==> config.mk <==
export PLATFORM = sky130hd
export DESIGN_NAME = alu_regs_dp
export DESIGN_NICKNAME = d
export VERILOG_FILES = /design/src/rtl/alu_regs_pkg.sv /design/src/rtl/alu_regs_core.sv /design/src/rtl/alu_regs_dp.sv
export SDC_FILE = /design/constraint.sdc
export NUM_CORES = 1
export LEC_CHECK = 0
export CAP_MARGIN = 20
export CORE_AREA = 8 8 115 117
export DETAILED_ROUTE_END_ITERATION = 8
export DIE_AREA = 0 0 123 125
export GPL_ROUTABILITY_DRIVEN = 0
export PLACE_DENSITY = 0.7
export SETUP_SLACK_MARGIN = 0.15
export SKIP_CTS_REPAIR_TIMING = 1
export SLEW_MARGIN = 40
export SYNTH_ARGS = -nofsm -noshare
export SYNTH_HDL_FRONTEND = slang
export SYNTH_SLANG_ARGS = --single-unit
export TNS_END_PERCENT = 20
==> constraint.sdc <==
create_clock -name ck -period 5.4 [get_ports ck]
set_input_delay 1.08 -clock ck [delete_from_list [all_inputs] [get_ports ck]]
set_output_delay 1.08 -clock ck [all_outputs]
set_load 0.005 [all_outputs]
==> src/rtl/alu_regs_pkg.sv <==
// Shared types and flag indices for the alu_regs_dp datapath.
// The MULT state only exists when ALU_REGS_MUL_EN is defined.
package alu_regs_pkg;

  typedef enum logic [3:0] {
    F_PASSA = 4'd0,
    F_OR    = 4'd1,
    F_AND   = 4'd2,
    F_ADD   = 4'd3,
    F_SUB   = 4'd4,
    F_XOR   = 4'd5,
    F_ADC   = 4'd6,
    F_LDI   = 4'd7,
    F_MUL   = 4'd8
  } func_e;

`ifdef ALU_REGS_MUL_EN
  typedef enum logic [2:0] {ST_IDLE, ST_READ, ST_EXEC, ST_WB, ST_MULT} state_e;
`else
  typedef enum logic [2:0] {ST_IDLE, ST_READ, ST_EXEC, ST_WB} state_e;
`endif

  // Bit positions inside the {N,Z,C,V} flag word.
  localparam int FLG_N = 3;
  localparam int FLG_Z = 2;
  localparam int FLG_C = 1;
  localparam int FLG_V = 0;

endpackage

==> src/rtl/alu_regs_core.sv <==
// Combinational ALU for funcs 0-7; every other code is reported as illegal.
// LDI returns operand b, so the caller steers the immediate onto b.
module alu_regs_core
  import alu_regs_pkg::*;
#(
  parameter int WIDTH = 8
) (
  input  logic [WIDTH-1:0] a,
  input  logic [WIDTH-1:0] b,
  input  logic             cin,
  input  logic [3:0]       func,
  input  logic [3:0]       flags_in,
  output logic [WIDTH-1:0] res,
  output logic [3:0]       flags_out,
  output logic             illegal
);

  logic [WIDTH:0] sum;
  logic           arith;
  logic           same_sign;

  always_comb begin
    sum       = '0;
    res       = '0;
    illegal   = 1'b0;
    arith     = 1'b0;
    same_sign = 1'b0;
    flags_out = flags_in;
    case (func)
      F_PASSA: res = a;
      F_OR:    res = a | b;
      F_AND:   res = a & b;
      F_XOR:   res = a ^ b;
      F_ADD: begin
        sum   = {1'b0, a} + {1'b0, b};
        arith = 1'b1;
      end
      // Subtract as a + ~b + 1 so the carry out means "no borrow".
      F_SUB: begin
        sum   = {1'b0, a} + {1'b0, ~b} + (WIDTH+1)'(1);
        arith = 1'b1;
      end
      F_ADC: begin
        sum   = {1'b0, a} + {1'b0, b} + {{WIDTH{1'b0}}, cin};
        arith = 1'b1;
      end
      F_LDI:   res = b;
      default: illegal = 1'b1;
    endcase
    if (arith) res = sum[WIDTH-1:0];
    same_sign = (func == F_SUB) ? (a[WIDTH-1] != b[WIDTH-1]) : (a[WIDTH-1] == b[WIDTH-1]);
    if (!illegal && func != F_LDI) begin
      flags_out[FLG_N] = res[WIDTH-1];
      flags_out[FLG_Z] = (res == '0);
      flags_out[FLG_C] = arith & sum[WIDTH];
      flags_out[FLG_V] = arith & same_sign & (res[WIDTH-1] != a[WIDTH-1]);
    end
  end

endmodule

==> src/rtl/alu_regs_dp.sv <==
// Register file + ALU sequencer: IDLE -> READ -> EXEC [-> MULT] -> WB.
// Optional shift-add multiplier (func 8) enabled by defining ALU_REGS_MUL_EN.
module alu_regs_dp
  import alu_regs_pkg::*;
#(
  parameter  int WIDTH = 8,
  parameter  int NREGS = 4,
  localparam int SELW  = $clog2(NREGS)
) (
  input  logic             ck,
  input  logic             clr_n,
  input  logic             start,
  input  logic [3:0]       func,
  input  logic [SELW-1:0]  sa,
  input  logic [SELW-1:0]  sb,
  input  logic [SELW-1:0]  sd,
  input  logic [WIDTH-1:0] imm,
  output logic             busy,
  output logic             done,
  output logic             err,
  output logic [WIDTH-1:0] result,
  output logic [3:0]       flags,
  input  logic [SELW-1:0]  dbg_sel,
  output logic [WIDTH-1:0] dbg_data
);

  state_e           state, state_n;
  logic             rd_phase;
  logic [3:0]       func_q;
  logic [SELW-1:0]  sa_q, sb_q, sd_q;
  logic [WIDTH-1:0] imm_q, a_q, b_q, result_q;
  logic [3:0]       flags_q, pend_flags;
  logic             err_q;
  logic [WIDTH-1:0] regs [NREGS];

  logic [WIDTH-1:0] alu_b, alu_res;
  logic [3:0]       alu_flags;
  logic             alu_ill;

  assign alu_b = (func_q == F_LDI) ? imm_q : b_q;

  alu_regs_core #(.WIDTH(WIDTH)) u_core (
    .a         (a_q),
    .b         (alu_b),
    .cin       (flags_q[FLG_C]),
    .func      (func_q),
    .flags_in  (flags_q),
    .res       (alu_res),
    .flags_out (alu_flags),
    .illegal   (alu_ill)
  );

`ifdef ALU_REGS_MUL_EN
  localparam int CNTW = $clog2(WIDTH);
  logic [2*WIDTH-1:0] acc, mcand, acc_n;
  logic [WIDTH-1:0]   mplier;
  logic [CNTW-1:0]    cnt;
  logic               mul_last, mul_hi;
  logic [3:0]         mul_flags;

  assign acc_n     = acc + (mplier[0] ? mcand : '0);
  assign mul_last  = (cnt == CNTW'(WIDTH-1));
  assign mul_hi    = |acc_n[2*WIDTH-1:WIDTH];
  assign mul_flags = {acc_n[WIDTH-1], acc_n[WIDTH-1:0] == '0, mul_hi, mul_hi};
`endif

  always_ff @(posedge ck or negedge clr_n) begin
    if (!clr_n) state <= ST_IDLE;
    else        state <= state_n;
  end

  // READ spends two cycles (rd_phase) so commit lands four edges after acceptance.
  always_comb begin
    state_n = state;
    case (state)
      ST_IDLE: if (start) state_n = ST_READ;
      ST_READ: if (rd_phase) state_n = ST_EXEC;
`ifdef ALU_REGS_MUL_EN
      ST_EXEC: state_n = (func_q == F_MUL) ? ST_MULT : ST_WB;
      ST_MULT: if (mul_last) state_n = ST_WB;
`else
      ST_EXEC: state_n = ST_WB;
`endif
      ST_WB:   state_n = ST_IDLE;
      default: state_n = ST_IDLE;
    endcase
  end

  always_ff @(posedge ck or negedge clr_n) begin
    if (!clr_n) begin
      rd_phase   <= 1'b0;
      func_q     <= '0;
      sa_q       <= '0;
      sb_q       <= '0;
      sd_q       <= '0;
      imm_q      <= '0;
      a_q        <= '0;
      b_q        <= '0;
      result_q   <= '0;
      flags_q    <= '0;
      pend_flags <= '0;
      err_q      <= 1'b0;
      for (int i = 0; i < NREGS; i++) regs[i] <= '0;
`ifdef ALU_REGS_MUL_EN
      acc    <= '0;
      mcand  <= '0;
      mplier <= '0;
      cnt    <= '0;
`endif
    end else begin
      rd_phase <= (state == ST_READ) && !rd_phase;
      case (state)
        ST_IDLE: if (start) begin
          func_q <= func;
          sa_q   <= sa;
          sb_q   <= sb;
          sd_q   <= sd;
          imm_q  <= imm;
        end
        ST_READ: if (rd_phase) begin
          a_q <= regs[sa_q];
          b_q <= regs[sb_q];
        end
        ST_EXEC: begin
`ifdef ALU_REGS_MUL_EN
          acc    <= '0;
          mcand  <= {{WIDTH{1'b0}}, a_q};
          mplier <= b_q;
          cnt    <= '0;
          if (func_q != F_MUL) begin
`else
          begin
`endif
            if (!alu_ill) result_q <= alu_res;
            pend_flags <= alu_flags;
            err_q      <= alu_ill;
          end
        end
`ifdef ALU_REGS_MUL_EN
        ST_MULT: begin
          acc    <= acc_n;
          mcand  <= mcand << 1;
          mplier <= mplier >> 1;
          cnt    <= cnt + CNTW'(1);
          if (mul_last) begin
            result_q   <= acc_n[WIDTH-1:0];
            pend_flags <= mul_flags;
            err_q      <= 1'b0;
          end
        end
`endif
        ST_WB: if (!err_q) begin
          regs[sd_q] <= result_q;
          flags_q    <= pend_flags;
        end
        default: ;
      endcase
    end
  end

  assign busy     = (state != ST_IDLE);
  assign done     = (state == ST_WB);
  assign err      = done & err_q;
  assign result   = result_q;
  assign flags    = flags_q;
  assign dbg_data = regs[dbg_sel];

endmodule

==> run_results.csv <==
group,metric,value,unit
sta,timing_worst_slew_pin_value,0.805,ns
finish,design.final.nets,590,
sta,worst_slew_margin_rel,46.1,%
sta,max_freq,238,MHz
sta,max_slew_vio_count,0,
cts,path_clk_slew,0.06,ns
route,via_total_after_detailed_routing,4079,
yosys,synthesis.area,5620,sq um
hold_path,timing.hold.worst_endpoint,"rd_phase$_DFF_PN0_",
grt,grt_first_pass_wirelength,22100,microns
placement,dp.final_hpwl,9870,microns
route,drt.antenna.violating_nets,0,
worst_setup_path,path_cells,"nor2b_1, nand3_1, nand2_1, nand2_1, ha_1, fa_1, xor2_1, and3_1, xor2_1, a211oi_1, nand4_1, o31ai_1",
worst_setup_path,reg_to_reg_critical_path_endpoint,"pend_flags[2]$_DFFE_PN0P_",
grt,vias_in_the_first_global_route,4241,
finish,insertedDiodeCount,0,
route,drc_viols,0,
yosys,synth_sequential_area_ratio,38.3,%
floorplan,fp-row-count,40,
cts,cts_tree,"built",
grt,grt_max_degree,87,
pwr,power.static_leakage,0.00280,uW
sta,finalWorstPathRequiredPeriod,4.21,ns
sta,report.final.hold_viol_count,0,
finish,most-common-layout-cells,"86 x dfrtp_1, 72 x mux2_2, 51 x nand2_1",
grt,antenna_found_initial,0,
yosys,ys_seq_elements,86,
pwr,power.ir.vdd_worst,0.000339,V
worst_setup_path,kind_of_end_point_of_the_critical_path,"register",
floorplan,initial_core_util,48.4,%
sta,timing.final.crit_share,78.0,%
hold_path,min_path_type,"register to register",
cts,ctsRootBufferMaster,"clkbuf_16",
cts,h-tree-depth,3,
worst_setup_path,timing.reg2reg.setup_slack,1.19,ns
worst_setup_path,crit_path_top_delay_cell,"dfrtp_1",
route,route.final.wire_length,13300,microns
grt,groute.usage.overall,18.1,%
worst_setup_path,cp_slowest_stage_delay,0.67,ns
floorplan,die_height,125,microns
pwr,power.total,4050,uW
cts,tritoncts_buffer_count,9,
worst_setup_path,crit-reg2reg-launch,"func_q[2]$_DFFE_PN0P_",
route,wl_per_cell,19.3,microns
worst_setup_path,crit_path_class,"register to register",
yosys,postSynth.topFlopCell,"dfrtp_1",
sta,worst_clock_skew,0.00563,ns
worst_setup_path,critPathArrivalTime,4.44,ns
hold_path,worst_hold_path.num_cells,1,
sta,rsz0062_at_grt,"no",
worst_setup_path,path_buf_inv,0,
worst_setup_path,crit_fanout,16,
worst_setup_path,critPathLaunchType,"register",
floorplan,io-pin-count,46,
route,drtIter0Drc,192,
yosys,synth-edff-count,0,
worst_setup_path,timing.reg2reg.worst_path_depth,12,
grt,grt.overflow.total,0,
floorplan,floorplan.core_area,11600,sq um
worst_setup_path,cp.required,5.63,ns
yosys,ys_async_sr_fraction,100,%
run_status,status,"completed",
flow_run,cap_viol_max_count,0,
hold_path,hp-start,"rd_phase$_DFF_PN0_",
yosys,post_synth_inst_count,500,
yosys,synthesis.area_per_instance,11.2,sq um
cts,ctsLongestPathBuffers,2,
worst_setup_path,worst_path_dominant_cell_family,"simple AND/OR/NAND/NOR gates",
route,avgViaCountPerCell,5.94,
finish,layout_commonest_cell,"dfrtp_1",
sta,final_critical_path_setup_slack,1.19,ns
finish,final_layout_size_suffix_gt1_share,24.8,%
placement,placement.setup.worst_slack,1.24,ns
sta,finalSetupViolations,0,
route,detailedRoute.firstPassIterationCount,4,
pwr,power_density,622,nW/um^2
floorplan,fp.dieW,123,microns
cts,numClockSinks,86,
sta,totalNegativeSetupSlack,0,ns
yosys,synth.yosys.warnings,0,
placement,port_buffers,45,
finish,layout-area-overhead-vs-synth,15.8,%
cts,worst_skew_pair.late_latency,0.33,ns
yosys,ys_types,64,
floorplan,die_area,15400,sq um
yosys,mappedNetlistNets,555,
[kinds of logic (layout without fill, tap and decap cells)]
family	Yosys count	after routing	share of synthesized area [%]
buf+inv	52	92	3.76
mux	101	101	24.9
xor+xnor	18	18	3.07
flops	86	86	38.3
simple gates	128	128	11.5
compound gates	83	83	11.0
fa+ha+maj	32	32	7.39
[synth_stat cells, types with 3 or more instances]
| library cell | n | area (sq um) |
|---|---|---|
| dfrtp_1 | 86 | 2150 |
| mux2_2 | 72 | 811 |
| nand2_1 | 52 | 195 |
| ha_1 | 30 | 375 |
| inv_1 | 29 | 109 |
| a21oi_1 | 24 | 120 |
| mux4_2 | 24 | 541 |
| nor2_1 | 20 | 75.1 |
| clkbuf_1 | 13 | 48.8 |
| o21ai_0 | 13 | 65.1 |
| nand3_1 | 9 | 45.0 |
| nor2b_1 | 8 | 50.1 |
| xnor2_1 | 8 | 70.1 |
| xor2_1 | 8 | 70.1 |
| buf_2 | 7 | 35.0 |
| and2_1 | 6 | 37.5 |
| and3_1 | 6 | 37.5 |
| mux2i_1 | 5 | 50.1 |
| nand2b_1 | 5 | 31.3 |
| o21bai_1 | 5 | 37.5 |
| o22ai_1 | 5 | 31.3 |
| a22oi_1 | 4 | 30.0 |
| nor3b_1 | 4 | 30.0 |
| nand3b_1 | 3 | 22.5 |
| nand4_1 | 3 | 18.8 |
| o32a_1 | 3 | 30.0 |
[how the worst max path moves through the flow]
stage | from | to | cells after the start
2_1_floorplan | func_q[0]$_DFFE_PN0P_ | pend_flags[0]$_DFFE_PN0P_ | 15
3_3_place_gp | dbg_sel[0] | dbg_data[7] | 3
3_5_place_dp | func_q[2]$_DFFE_PN0P_ | pend_flags[2]$_DFFE_PN0P_ | 12
4_1_cts | func_q[2]$_DFFE_PN0P_ | pend_flags[0]$_DFFE_PN0P_ | 14
5_1_grt | func_q[2]$_DFFE_PN0P_ | pend_flags[0]$_DFFE_PN0P_ | 14
6_report | func_q[2]$_DFFE_PN0P_ | pend_flags[2]$_DFFE_PN0P_ | 12
[power by group]
| part | switching [uW] | total (uW) | internal [uW] |
|---|---|---|---|
| Sequential | 348 | 1260 | 908 |
| Clock | 252 | 685 | 433 |
| Combinational | 1040 | 2100 | 1060 |
| Total | 1640 | 4050 | 2400 |
[flip-flops by register name (all words and copies together) (netlist names), 4 cells and up]
name and count:
flags 4, imm_q 8, b_q 8, regs 32
func_q 4, a_q 8, result 8, pend_flags 4
[cell type report]
type / count / area [sq um]
Clock buffer: 12 / 256
Clock inverter: 4 / 77.6
Fill cell: 1006 / 5100
Inverter: 29 / 109
Multi-Input combinational cell: 362 / 3260
Sequential cell: 86 / 2150
Tap cell: 147 / 184
Timing Repair Buffer: 47 / 469
[metal layers]
layer	track usage (%)	vias to the layer above	share of wire [%]
li1	-	1885	-
met1	23.3	2060	43
met2	29.2	110	50
met3	3.56	24	4.4
met4	7.16	0	2.6
met5	0	-	0
[stage by stage]
| step | hold slack (ns) | instances | instance area (sq um) | utilization [%] |
|---|---|---|---|---|
| after floorplan | 0.425 | 500 | 5620 | - |
| after global placement | 0.445 | 671 | 6160 | 53.1 |
| after global routing | 0.510 | 687 | 6510 | 56.0 |
| after CTS | 0.479 | 687 | 6500 | 56.0 |
| after detailed placement | 0.469 | 671 | 6170 | 53.1 |
| final | 0.481 | 687 | 6510 | 56.0 |
[worst reg2reg max path: cells and delay by family, from the launching register on]
kind	cells	cell delay [ns]
simple gates	6	1.57
compound gates	2	0.71
fa+ha+maj	2	0.69
flops	1	0.67
xor+xnor	2	0.46
No activity file was read; power rests on OpenSTA's default activity.
